==> config.mk <==
export PLATFORM = sky130hd
export DESIGN_NAME = pattern_sequencer
export DESIGN_NICKNAME = d
export VERILOG_FILES = /design/src/rtl/pattern_sequencer.sv
export SDC_FILE = /design/constraint.sdc
export NUM_CORES = 1
export LEC_CHECK = 0
export ABC_AREA = 1
export ABC_CLOCK_PERIOD_IN_PS = 2150
export BUFFER_PORTS_ARGS = -buffer_cell sky130_fd_sc_hd__buf_2
export CAP_MARGIN = 20
export CORE_AREA = 2 2 67 132
export CTS_CLUSTER_DIAMETER = 100
export DETAILED_ROUTE_END_ITERATION = 8
export DIE_AREA = 0 0 69 134
export SYNTH_ARGS = -nofsm -noshare
export SYNTH_HDL_FRONTEND = slang
export SYNTH_SLANG_ARGS = --single-unit
==> constraint.sdc <==
create_clock -name clk -period 2.15 [get_ports clk]
set_input_delay 0.3225 -clock clk [delete_from_list [all_inputs] [get_ports clk]]
set_output_delay 0.3225 -clock clk [all_outputs]
set_load 0.1 [all_outputs]
==> src/rtl/pattern_sequencer.sv <==
// Video raster timing plus frame-aligned pattern-mode sequencing (button or auto every N frames).
// Latency: all outputs registered and mutually aligned; press reaches pend 3 clocks after btn falls (+debounce_cycles with PATTERN_DEBOUNCE_EN).
// Backpressure: none, free-running pixel-rate stream; extra presses while one is pending are absorbed.
module pattern_sequencer #(
    parameter int active_h        = 1920,
    parameter int fp_h            = 88,
    parameter int sync_h          = 44,
    parameter int total_h         = 2200,
    parameter int active_v        = 1080,
    parameter int fp_v            = 4,
    parameter int sync_v          = 5,
    parameter int total_v         = 1125,
    parameter int frames_per_mode = 60,
    parameter int debounce_cycles = 1000000
) (
    input  logic        clk,
    input  logic        reset,
    input  logic        btn,
    input  logic        auto,
    output logic [11:0] HCNT,
    output logic [11:0] VCNT,
    output logic        hsync,
    output logic        vsync,
    output logic        de,
    output logic [1:0]  mode,
    output logic        frame_start
);

    localparam int HS_BEGIN = active_h + fp_h;
    localparam int HS_END   = HS_BEGIN + sync_h;
    localparam int VS_BEGIN = active_v + fp_v;
    localparam int VS_END   = VS_BEGIN + sync_v;
    localparam int FW       = (frames_per_mode > 1) ? $clog2(frames_per_mode) : 1;

    typedef enum logic [1:0] {
        IDLE,
        PENDING,
        AUTO_COUNT,
        AUTO_PENDING
    } state_t;

    state_t        state;
    logic [FW-1:0] fcnt;
    logic [11:0]   h_nxt;
    logic [11:0]   v_nxt;
    logic          line_end;
    logic          fe;
    logic          sync1;
    logic          sync2;
    logic          press;
    logic          pend;
    logic          pend_nxt;
    logic          auto_term;
    logic          adv;

    // Outputs are computed from the next counter values so every registered
    // strobe describes the same pixel as the registered HCNT/VCNT.
    always_comb begin
        line_end = (HCNT == 12'(total_h - 1));
        fe       = line_end && (VCNT == 12'(total_v - 1));
        h_nxt    = line_end ? 12'd0 : HCNT + 12'd1;
        v_nxt    = VCNT;
        if (line_end) begin
            v_nxt = (VCNT == 12'(total_v - 1)) ? 12'd0 : VCNT + 12'd1;
        end
    end

    always_ff @(posedge clk or posedge reset) begin
        if (reset) begin
            HCNT        <= 12'd0;
            VCNT        <= 12'd0;
            de          <= 1'b0;
            hsync       <= 1'b0;
            vsync       <= 1'b0;
            frame_start <= 1'b0;
        end else begin
            HCNT        <= h_nxt;
            VCNT        <= v_nxt;
            de          <= (h_nxt < 12'(active_h)) && (v_nxt < 12'(active_v));
            hsync       <= (h_nxt >= 12'(HS_BEGIN)) && (h_nxt < 12'(HS_END));
            vsync       <= (v_nxt >= 12'(VS_BEGIN)) && (v_nxt < 12'(VS_END));
            frame_start <= fe;
        end
    end

    // btn idles high, so the synchronizer resets to 1 to avoid a false press.
    always_ff @(posedge clk or posedge reset) begin
        if (reset) begin
            sync1 <= 1'b1;
            sync2 <= 1'b1;
        end else begin
            sync1 <= btn;
            sync2 <= sync1;
        end
    end

`ifdef PATTERN_DEBOUNCE_EN
    localparam int DW = $clog2(debounce_cycles + 1);

    logic [DW-1:0] db_cnt;
    logic          db_done;

    // db_done blocks re-triggering until btn has been released.
    always_ff @(posedge clk or posedge reset) begin
        if (reset) begin
            db_cnt  <= '0;
            db_done <= 1'b0;
        end else if (sync2) begin
            db_cnt  <= '0;
            db_done <= 1'b0;
        end else if (!db_done) begin
            if (db_cnt == DW'(debounce_cycles)) begin
                db_done <= 1'b1;
            end else begin
                db_cnt <= db_cnt + 1'b1;
            end
        end
    end

    assign press = !sync2 && !db_done && (db_cnt == DW'(debounce_cycles));
`else
    logic sync3;

    always_ff @(posedge clk or posedge reset) begin
        if (reset) begin
            sync3 <= 1'b1;
        end else begin
            sync3 <= sync2;
        end
    end

    assign press = sync3 && !sync2;
`endif

    assign pend      = (state == PENDING) || (state == AUTO_PENDING);
    assign auto_term = auto && (fcnt == FW'(frames_per_mode - 1));
    assign adv       = fe && (pend || auto_term);

    // A press arriving on the advancing FE is kept only if it is not the one
    // being consumed; otherwise it is absorbed like any duplicate press.
    always_comb begin
        if (adv) begin
            pend_nxt = press && !pend;
        end else begin
            pend_nxt = pend || press;
        end
    end

    always_ff @(posedge clk or posedge reset) begin
        if (reset) begin
            state <= IDLE;
            fcnt  <= '0;
            mode  <= 2'd0;
        end else begin
            if (auto) begin
                state <= pend_nxt ? AUTO_PENDING : AUTO_COUNT;
            end else begin
                state <= pend_nxt ? PENDING : IDLE;
            end

            if (!auto || adv) begin
                fcnt <= '0;
            end else if (fe) begin
                fcnt <= fcnt + 1'b1;
            end

            if (adv) begin
                mode <= mode + 2'd1;
            end
        end
    end

endmodule

After elaboration in Yosys (flattened, before gate mapping):

Index checks and enable logic that the tools add are counted.

* logic and storage cells: 52
* bits in latches: 0
* bits in registers: 41
* memories: 0
* memory bits (writable): 0
* bits of input ports: 4
* bits in read-only memories: 0
* output and inout port bits: 30

* add/subtract/negate cells: 4
* equal/unequal tests: 5
* $mul: 0
* mux-type cells: 9
* shifts and indexed selects: 0
* bitwise gates (word level): 0
* div/mod/pow operators: 0
* reduce and logical (&&, ||, !) cells: 16
* order comparisons: 6

Operators with widths (count)
* $lt 12x11->1 const B: 3
* $mux 12: 3
* $add 12x1->12 const B: 2
* $ge 12x11->1 const B: 2
* $eq 12x11->1 const B: 1
* $eq 12x12->1 const B: 1
* $lt 12x12->1 const B: 1
* $mux 6: 2
* $logic_and 1x1->1: 8
* $add 6x1->6 const B: 1
* $eq 6x6->1 const B: 1
* $logic_or 1x1->1: 4
* $logic_not 1->1: 3
* $mux 1: 3
* $add 2x1->2 const B: 1
* $eq 2x1->1 const B: 1
* $eq 2x2->1 const B: 1
* $mux 2: 1
* $reduce_bool 2->1: 1

Longest topological paths before layout:

Gate-level depths: netlist (run 1).

* depth in word-level cells: 7
* depth in mapped cells: 13
* gate-level depth less buffers: 13

Least setup slack after synthesis (run 1):

OpenSTA, ideal clock, no wires.

* path kind: register -> register
* start point: reg HCNT[0]
* end point: reg fcnt[5]
* data required time: 2033 ps
* data arrival time: 2259 ps
* buffers on the path: 0
* setup time: 117 ps
* cell stages (with the launch flop): 12
* setup slack: -226 ps
* path through: dfrtp_1 -> ha_1 -> nand2_2 -> nor2_2 -> nand2_2 -> nor2_8 -> nand2_4 -> nand2_4 -> and3_4 -> nand2_2 -> nor2_1 -> nor2_1

* word-level cells in the longest chain between the ends: 5

RTL lines
* start: declaration: line 20 `output logic [11:0] HCNT,`
* start signal: assignment: line 77 `HCNT <= h_nxt;`
* $eq 12x12->1 *: line 59 `line_end = (HCNT == 12'(total_h - 1));`
* $logic_and 1x1->1 *: line 60 `fe = line_end && (VCNT == 12'(total_v - 1));`
* $logic_and 1x1->1: line 137 `assign adv = fe && (pend || auto_term);`
* $logic_or 1x1->1: line 161 `if (!auto || adv) begin`
* $mux 6 / $reduce_bool 2->1 (equally long branches)
* end signal: assignment: line 164 `fcnt <= fcnt + 1'b1;`
* end: declaration: line 43 `logic [FW-1:0] fcnt;`

Mark *: on every way between the ends. The rest lies on a longest branch, timed or not.
A chain may end at the register's enable or synchronous reset.

Final worst setup path (run 1):

* start point: reg HCNT[0]
* end point: reg vsync

* word-level cells in the longest chain between the ends: 4

RTL lines
* $eq 12x12->1 *: line 59
* $mux 12 *: line 63 `if (line_end) begin`
* $ge 12x11->1 / $lt 12x11->1 (equally long branches): line 81 `vsync <= (v_nxt >= 12'(VS_BEGIN)) && (v_nxt < 12'(VS_END));`
* $logic_and 1x1->1 *: line 81
* end signal: assignment: line 81
* end: declaration: line 23 `output logic vsync,`

Marked as above.

==> flow_summary.ini, run 1 <==
[setup_path]
path_class = flip-flop to flip-flop
cp-start-kind = flip-flop
crit_path_start = HCNT[0]
crit_fanout = 9
rr_endpoint = vsync
worst_r2r_path_depth = 11
cp.required_ps = 2360
reg2reg_slack_ps = 280
timing.rr.start = HCNT[0]
arrival_ps = 2070
crit_path_end_kind = flip-flop
critPathCapture = vsync

[timing]
hold_viol_final = 0
setup_viol = 0
finClkSkew_ps = 4.982
finalCritPeriodShare_pct = 86.87
finalSetupTns_ps = 0
min_period_ps = 1868
slew-limit-headroom_pct = 64.54
tightest_slew_ps = 532.0
rsz0062_at_grt = false
drv_slew = 0
timing.fmax_ghz = 0.5354

[clock_network]
clk_path_buf_depth = 2
clock_latency_ps = 290
cts_hold_buf = 0
clock_sinks = 40
cts_buffers = 5
cts_tree = built
clk_pin_slew_ps = 60
clock-root-buffer = clkbuf_16
cts_max_level = 2

[global_route]
grt_usage_pct = 15.43
grt_pass1_wl_mm = 11.27
grt_antenna_before_repair = 0
grt_pass1_vias = 2370
overflow = 0
grt_max_degree = 41

[detailed_routing]
vias_per_cell = 4.778
ant_nets = 0
dr.first_iter.drc_count = 106
drt-pass1-iter-count = 4
wl_mm = 6.712
post_drt_wl_per_cell_um = 13.90
drc_errors = 0
via_count = 2308

[synthesis]
synth_fp_nets = 351
synth_cells = 343
seq_area_frac_synth_pct = 41.71
syn_area_um2 = 2409
ys_ff_latch = 40
synth_warnings = 0
synth_cell_types = 26
avgSynthCellArea_um2 = 7.022

[min_path]
hold-path-cell-count = 1
hp-class = primary input to flip-flop

[power_and_ir_drop]
ir_drop_uv = 392.4
p_leak_nw = 1.514
power_density_nw_per_um2 = 575.8

[layout]
finish.net_count = 392
register_area_um2 = 1012
n_fill_cell = 921
n_antenna_cell = 0
finish.utilization_pct = 35.05
multi_input_area_um2 = 1177
drive_gt1_share_pct = 20.00
area_growth_pct = 19.79

[floorplanning]
io_pins = 34
die_area_um2 = 9246
core_um2 = 8233
start_util_pct = 29.26
die_w_um = 69
die_h_um = 134
rows = 47

[outcome]
outcome = complete, no violations

[run]
cap_violations = 0

[placement]
dp_hpwl_mm = 5.387
gp_congestion = 0.8890
io_buffers = 33
metrics by stage:
stage / hold slack [ps] / total power, W / area (um^2) / worst slack [ps] / std cells
2_1_floorplan: 327.0 / 0.0008032 / 2416 / 1.438 / 343
3_3_place_gp: 350.6 / 0.0008182 / 2714 / 272.4 / 475
3_5_place_dp: 351.2 / 0.0008198 / 2714 / 264.3 / 475
4_1_cts: 130.6 / 0.001682 / 2882 / 242.1 / 483
5_1_grt: 131.9 / 0.001717 / 2885 / 31.45 / 483
6_report: 136.1 / 0.001661 / 2885 / 282.3 / 483
kinds of logic (layout without fill, tap and decap cells):
| group | Yosys count | count (layout) | share of synthesized area, % |
|---|---|---|---|
| buf+inv | 59 | 101 | 9.558 |
| flops | 40 | 40 | 41.71 |
| compound gates | 24 | 24 | 5.143 |
| fa+ha+maj | 4 | 4 | 2.078 |
| simple gates | 211 | 211 | 39.69 |
| xor+xnor | 5 | 5 | 1.819 |
synthesized netlist by cell type (all sizes together):
cell	number	area share, %
or2	1	0.26
nand2	97	16
o22ai	1	0.26
inv	56	8.7
o21ai	15	3.1
dfstp	3	3.3
xnor2	2	0.73
dfrtp	37	38
o21a	1	0.31
nor3	7	1.5
buf	3	0.83
and3	1	0.47
a21oi	7	1.5
ha	4	2.1
xor2	3	1.1
nand3	35	7.7
nand4	12	3.1
nor2	58	10
cells in the final DEF, fill, tap and decap left out:
master,Yosys,routed
a21oi_1,7,6
a21oi_2,0,1
and3_4,1,1
buf_2,1,33
buf_4,2,4
bufinv_16,0,1
clkbuf_16,0,5
clkinv_2,0,1
clkinvlp_4,0,1
dfrtp_1,37,31
dfrtp_2,0,6
dfstp_2,3,3
ha_1,4,4
inv_1,53,53
inv_2,3,3
nand2_1,90,90
nand2_2,5,5
nand2_4,2,2
nand3_1,33,33
nand3_2,2,2
nand4_1,12,12
nor2_1,50,50
nor2_2,7,7
nor2_8,1,1
nor3_1,7,7
o21a_1,1,1
o21ai_0,10,10
o21ai_1,5,5
o22ai_1,1,1
or2_2,1,1
xnor2_1,2,2
xor2_1,3,3
registers in the layout, summed over array words and instances (netlist names), 2 cells and up:
| name | count |
|---|---|
| fcnt | 6 |
| mode | 2 |
| VCNT | 12 |
| HCNT | 12 |
report_power, final:
part | switching (W) | internal [W] | leakage (nW)
clock network | 0.000312 | 0.000545 | 0.0798
logic | 0.0000292 | 0.00000884 | 0.920
registers | 0.00000344 | 0.000763 | 0.515
total | 0.000344 | 0.00132 | 1.51
timing repair:
action / in CTS / in global routing
gates resized for setup: 0 / 1
buffers inserted: 0 / 0
setup endpoints to repair: 0 / 1
per-layer routing:
metal  wire [um]  share of wire (%)  vias to the layer above  GRT usage [%]
li1            -                  -                     1159              -
met5           0                  0                        -              0
met4         350                5.2                        0          9.913
met2        3837                 57                       59          29.91
met1        2310                 34                     1069          14.66
met3         214                3.2                       21          2.179
final cells by class:
type / instances / share of cell area [%]
Multi-Input combinational cell: 244 / 40.81
Sequential cell: 40 / 35.08
Inverter: 56 / 7.285
Timing Repair Buffer: 37 / 6.765
Clock buffer: 5 / 4.337
Tap cell: 98 / 4.250
Clock inverter: 3 / 1.474
critical path, stage by stage (launching register included):
cell and delay [ps]:
dfrtp_2 380, ha_1 210, nand2_2 130, nor2_2 130, nand2_2 90, nor2_8 190
nand3_1 90, nand2_1 60, nand3_1 90, nor2_1 160, nand3_1 90, a21oi_1 150
how the worst min path moves through the flow:
stage	slack, ps	endpoint	startpoint
final	140	sync1	btn
after CTS	130	sync1	btn
after global placement	350	sync2	sync1
after global routing	130	sync1	btn
after detailed placement	350	sync2	sync1
after floorplan	330	sync1	btn
(Power assumes the default switching activity.)
==> run 2: changes to the inputs <==
--- a/config.mk
+++ b/config.mk
@@ -5,14 +5,14 @@
 export SDC_FILE = /design/constraint.sdc
 export NUM_CORES = 1
 export LEC_CHECK = 0
-export ABC_AREA = 1
+export ABC_AREA = 0
 export ABC_CLOCK_PERIOD_IN_PS = 2150
 export BUFFER_PORTS_ARGS = -buffer_cell sky130_fd_sc_hd__buf_2
 export CAP_MARGIN = 20
-export CORE_AREA = 2 2 67 132
+export CORE_AREA = 2 2 62 123
 export CTS_CLUSTER_DIAMETER = 100
 export DETAILED_ROUTE_END_ITERATION = 8
-export DIE_AREA = 0 0 69 134
+export DIE_AREA = 0 0 64 125
 export SYNTH_ARGS = -nofsm -noshare
 export SYNTH_HDL_FRONTEND = slang
 export SYNTH_SLANG_ARGS = --single-unit
==> run 2 against run 1 <==
Against the previous run: the run now ends with negative setup slack left; routed wire length down 14%; maximum frequency down 25%; worst setup slack worse by 630 ps; sequential share of layout area down 0.77 points; final cell count down 21%; cell area up 4.4%; core utilization up 7.4 points; via count down 17%; area after synthesis down 13%; combinational power down 16%; first-iteration DRC count up 38%; clock-buffer cell count up 3; largest power group unchanged; highest routed layer unchanged.
==> flow_summary.ini, run 2 <==
[run]
cap_violations = 0

[timing]
min_period_ps = 2497
finClkSkew_ps = 5.429
slew-limit-headroom_pct = 66.08
layout_setup_ws_ps = -346.9
timing.fmax_ghz = 0.4005
hold_viol_final = 0
finalCritPeriodShare_pct = 116.1
hold_ws_ps = 134.7
rsz0062_at_grt = true
setup_viol = 9
tightest_slew_ps = 508.9
drv_slew = 0

[floorplanning]
die_h_um = 125
rows = 44
start_util_pct = 29.39
io_pins = 34
core_um2 = 7102
die_w_um = 64
die_area_um2 = 8000

[layout]
final_common_cell = buf_4
n_antenna_cell = 0
finish.net_count = 296
area_growth_pct = 44.30
drive_gt1_share_pct = 48.10
n_fill_cell = 707
final_cell_mix = buf_4, buf_2, dfrtp_1
top_regs = HCNT (12), VCNT (12), fcnt (6)
final_cells = 381

[synthesis]
synth_cell_types = 50
synth_cells = 205
synth_fp_nets = 213
syn_area_um2 = 2087
synth_warnings = 0
seq_area_frac_synth_pct = 48.14
synth_edf_count = 0
synth_most_common_cell = dfrtp_1
async_flop_share_pct = 100.0
avgSynthCellArea_um2 = 10.18
synth_common_cells = dfrtp_1, nor2_1, nand2_1
yosysTopAreaCellShare_pct = 44.36
synthFlopType = dfrtp_1
synth_area_leader_cell = dfrtp_1
ys_ff_latch = 40
yosys-top-cells-area = dfrtp_1, xor2_1, xnor2_1

[detailed_routing]
ant_nets = 0
drc_errors = 0
wl_mm = 5.758
drt-pass1-iter-count = 4
post_drt_wl_per_cell_um = 15.11
dr.first_iter.drc_count = 146
vias_per_cell = 5.008
via_count = 1908

[setup_path]
rr_endpoint = vsync
path_class = flip-flop to flip-flop
reg2reg_slack_ps = -350
cp_common_cell = o2111a_1
worst_r2r_path_depth = 6
crit_path_end_kind = flip-flop
cp-start-kind = flip-flop
path_cells = or4b_4 > buf_4 > or3_4 > a22o_4 > o2111a_1 > o2111a_1
arrival_ps = 2670
crit_fanout = 5
crit_path_start = HCNT[10]
crit_slowest_cell = or4b_4
slowest_delay_ps = 550
timing.rr.start = HCNT[10]
cp.required_ps = 2320

[power_and_ir_drop]
power_w = 0.001579
power_density_nw_per_um2 = 524.1
ir_drop_uv = 387.8
p_leak_nw = 1.421

[min_path]
hold-path-cell-count = 1
hp-start = btn
whs_endpoint = sync1
hp-class = primary input to flip-flop

[placement]
gp_congestion = 0.9030
dp_hpwl_mm = 3.989
place_ws_ps = -469.5
io_buffers = 33
dp.cells = 367

[global_route]
grt_max_degree = 41
grt_pass1_vias = 1923
grt_pass1_wl_mm = 9.170
grt_antenna_before_repair = 0
overflow = 0
grt_usage_pct = 14.41

[clock_network]
cts_tree = built
clk_pin_slew_ps = 60
cts_hold_buf = 0
cts_buffers = 5
clock_sinks = 40
clock-root-buffer = clkbuf_16
clock_latency_ps = 280
cts_max_level = 2
clk_path_buf_depth = 2

[outcome]
outcome = complete, but fails checks
violations = negative setup slack
[run 2: cell count changes after synthesis, moves of 4 or more]
cell / delta
nand2_1: -75
inv_1: -48
nor2_1: -32
nand3_1: -19
xor2_1: +9
xnor2_1: +8
nor2_2: -7
a21oi_1: -5
and2_1: +5
nand2_2: -5
o21ai_1: -5
clkbuf_1: +4
nand4_1: -4
[run 2: layer usage]
layer | vias up | track usage (%) | wire [um]
li1 | 906 | - | -
met1 | 944 | 17.97 | 2380
met2 | 48 | 24.14 | 3036
met3 | 10 | 2.968 | 256
met4 | 0 | 5.243 | 86
met5 | - | 0 | 0
[run 2: cell families after synthesis]
group	count (synthesis)	share of synthesized area (%)
fa+ha+maj	4	2.398
buf+inv	10	2.158
flops	40	48.14
compound gates	32	11.39
xor+xnor	22	9.232
mux	1	0.5395
simple gates	96	26.14
[run 2: worst max-delay path, delay by kind of cell, from the launching register on]
| kind | cells | cell delay (ps) |
|---|---|---|
| and+or+nand+nor | 2 | 980 |
| DFF | 1 | 470 |
| buffers and inverters | 1 | 180 |
| AOI/OAI and AO/OA | 3 | 760 |
[run 2: timing repair]
action	CTS	global route
resized for setup	9	16
pin swaps	11	11
setup endpoints to repair	12	16
buffers inserted	2	5
cloned	0	0
[run 2: where the power goes]
group          switching (W)  leakage, nW  internal (W)
Sequential        0.00000314        0.499      0.000761
Combinational      0.0000231        0.845    0.00000884
Clock               0.000289       0.0772      0.000494
[run 2: metrics by stage]
step / setup TNS (ps) / utilization, % / cell area (um^2)
after detailed placement: -2024 / 38.06 / 2703
after CTS: -1380 / 41.00 / 2912
after global routing: -3503 / 42.41 / 3012
after global placement: -1683 / 38.06 / 2703
after floorplan: -3078 / - / 2136
final: -2769 / 42.41 / 3012
[run 2: final cells by class]
type                    instances  area, um^2  area share, %
inverters                       5       18.77         0.6232
well taps                      92       115.1          3.822
clock buffers                   8       156.4          5.193
flip-flops and latches         40        1033          34.32
multi-input cells             155        1155          38.35
repair buffers                 81       533.0          17.70
[run 2: worst max path at each step]
stage | to | slack (ps) | cells past startpoint
after floorplan | vsync | -600 | 7
after global placement | vsync | -420 | 6
after detailed placement | vsync | -470 | 6
after CTS | vsync | -360 | 6
after global routing | vsync | -410 | 6
final | vsync | -350 | 6
==> run 3: changes to the inputs <==
--- a/config.mk
+++ b/config.mk
@@ -7,7 +7,7 @@
 export LEC_CHECK = 0
 export ABC_AREA = 0
 export ABC_CLOCK_PERIOD_IN_PS = 2150
-export BUFFER_PORTS_ARGS = -buffer_cell sky130_fd_sc_hd__buf_2
+export BUFFER_PORTS_ARGS = -buffer_cell sky130_fd_sc_hd__buf_4
 export CAP_MARGIN = 20
 export CORE_AREA = 2 2 62 123
 export CTS_CLUSTER_DIAMETER = 100
==> run 3 against run 2 <==
Against the previous run: first-iteration DRC count shrank 11%; clock skew grew 3.8 ps; highest routed layer unchanged; final cell count shrank 0.26%; core utilization grew 2.3 points; via count grew 1.0%; power grew 6.2%; critical path type unchanged; flip-flop and latch count is the same; die area is the same; non-clock buffer count shrank 1; the flow still finishes with violations (negative setup slack); maximum frequency is essentially flat; register-to-register slack is essentially flat.
==> flow_summary.ini, run 3 (synthesis gave the netlist of run 2 again) <==
[layout]
finish.net_count = 295
top_regs = HCNT (12), VCNT (12), fcnt (6)
n_fill_cell = 651
area_growth_pct = 52.16
drive_gt1_share_pct = 48.96
fin_area_um2 = 3176
final_common_cell = buf_4
final_cell_mix = buf_4, dfrtp_1, dfrtp_2, nor2_1, nand2_1
n_antenna_cell = 0

[detailed_routing]
wl_mm = 5.738
drt-pass1-iter-count = 4
post_drt_wl_per_cell_um = 15.10
via_count = 1927
drc_errors = 0
vias_per_cell = 5.071
ant_nets = 0
dr.first_iter.drc_count = 130

[floorplanning]
die_h_um = 125
die_area_um2 = 8000
core_um2 = 7102
io_pins = 34
die_w_um = 64
rows = 44
start_util_pct = 29.39

[clock_network]
clock_latency_ps = 280
clock_sinks = 40
cts_hold_buf = 0
cts_tree = built
cts_max_level = 2
clk_pin_slew_ps = 60
cts_buffers = 5
clk_path_buf_depth = 2
clock-root-buffer = clkbuf_16

[min_path]
whs_endpoint = sync1
hp-class = primary input to flip-flop
hp-start = btn
hold-path-cell-count = 1

[setup_path]
cp-start-kind = flip-flop
crit_fanout = 4
timing.rr.start = HCNT[8]
path_class = flip-flop to flip-flop
cp.required_ps = 2320
rr_endpoint = vsync
crit_path_end_kind = flip-flop
worst_r2r_path_depth = 6
arrival_ps = 2670
reg2reg_slack_ps = -350

[timing]
slew-limit-headroom_pct = 65.89
hold_viol_final = 0
timing.fmax_ghz = 0.4002
finClkSkew_ps = 9.231
finalCritPeriodShare_pct = 116.2
tightest_slew_ps = 511.7
setup_viol = 9
layout_setup_ws_ps = -349.0
min_period_ps = 2499
drv_slew = 0
rsz0062_at_grt = true

[outcome]
violations = negative setup slack
outcome = complete, but fails checks

[power_and_ir_drop]
power_density_nw_per_um2 = 527.9
p_leak_nw = 1.431
power_w = 0.001676
ir_drop_uv = 337.1

[placement]
dp_hpwl_mm = 4.049
dpl-instance-area_um2 = 2785
gp_congestion = 0.8644
io_buffers = 33

[global_route]
grt_antenna_before_repair = 0
grt_pass1_vias = 1972
grt_max_degree = 41
grt_pass1_wl_mm = 9.453
grt_usage_pct = 14.56
overflow = 0

[run]
cap_violations = 0
[run 3: timing repair]
action,CTS,global route
setup endpoints to repair,13,17
endpoints found under the hold margin,0,0
setup buffers,6,4
gates resized for setup,20,20
pin swaps,14,17
[run 3: worst max-delay path by stage]
stage,startpoint,to,slack [ps],cells past startpoint
after global routing,HCNT[8],vsync,-420,6
after detailed placement,HCNT[10],vsync,-490,6
after floorplan,HCNT[10],vsync,-600,7
after global placement,HCNT[10],vsync,-420,6
after CTS,HCNT[8],vsync,-350,6
final,HCNT[8],vsync,-350,6
[run 3: worst max-delay path: stages, from the launching register on]
cell and delay, ps:
dfrtp_4 470, or4b_4 570, or3_4 380, o41a_1 430, and4_1 190, o2111a_1 120
o2111a_1 230
[run 3: layer usage]
layer | up-vias | global-route usage, % | part of all wire (%)
met1 | 933 | 17.52 | 41
met3 | 13 | 3.058 | 4.4
li1 | 914 | - | -
met2 | 67 | 24.26 | 52
met5 | - | 0 | 0
met4 | 0 | 6.905 | 2.9
[run 3: area by class of cell]
| class | instances | area, um^2 | area share [%] |
|---|---|---|---|
| clock buffers | 6 | 138.9 | 4.374 |
| clock inverters | 2 | 38.79 | 1.221 |
| inverters | 5 | 18.77 | 0.5910 |
| multi-input cells | 155 | 1196 | 37.67 |
| flip-flops and latches | 40 | 1033 | 32.55 |
| well taps | 92 | 115.1 | 3.625 |
| repair buffers | 80 | 634.4 | 19.98 |
[run 3: per-stage QoR]
stage | std cells | setup TNS (ps) | setup slack (ps) | util (%) | hold WS [ps]
after floorplan | 205 | -3078 | -604.6 | - | 327.0
after global placement | 367 | -1768 | -421.9 | 39.22 | 347.2
after detailed placement | 367 | -2174 | -489.6 | 39.22 | 348.4
after CTS | 380 | -1456 | -353.0 | 43.50 | 140.8
after global routing | 380 | -1909 | -416.9 | 44.71 | 140.4
final | 380 | -1223 | -349.0 | 44.71 | 144.3
[run 3: power breakdown]
| part | switching (W) | internal, W | leakage (nW) |
|---|---|---|---|
| logic | 0.0000239 | 0.00000985 | 0.844 |
| registers | 0.00000303 | 0.000761 | 0.499 |
| clock network | 0.000298 | 0.000581 | 0.0871 |
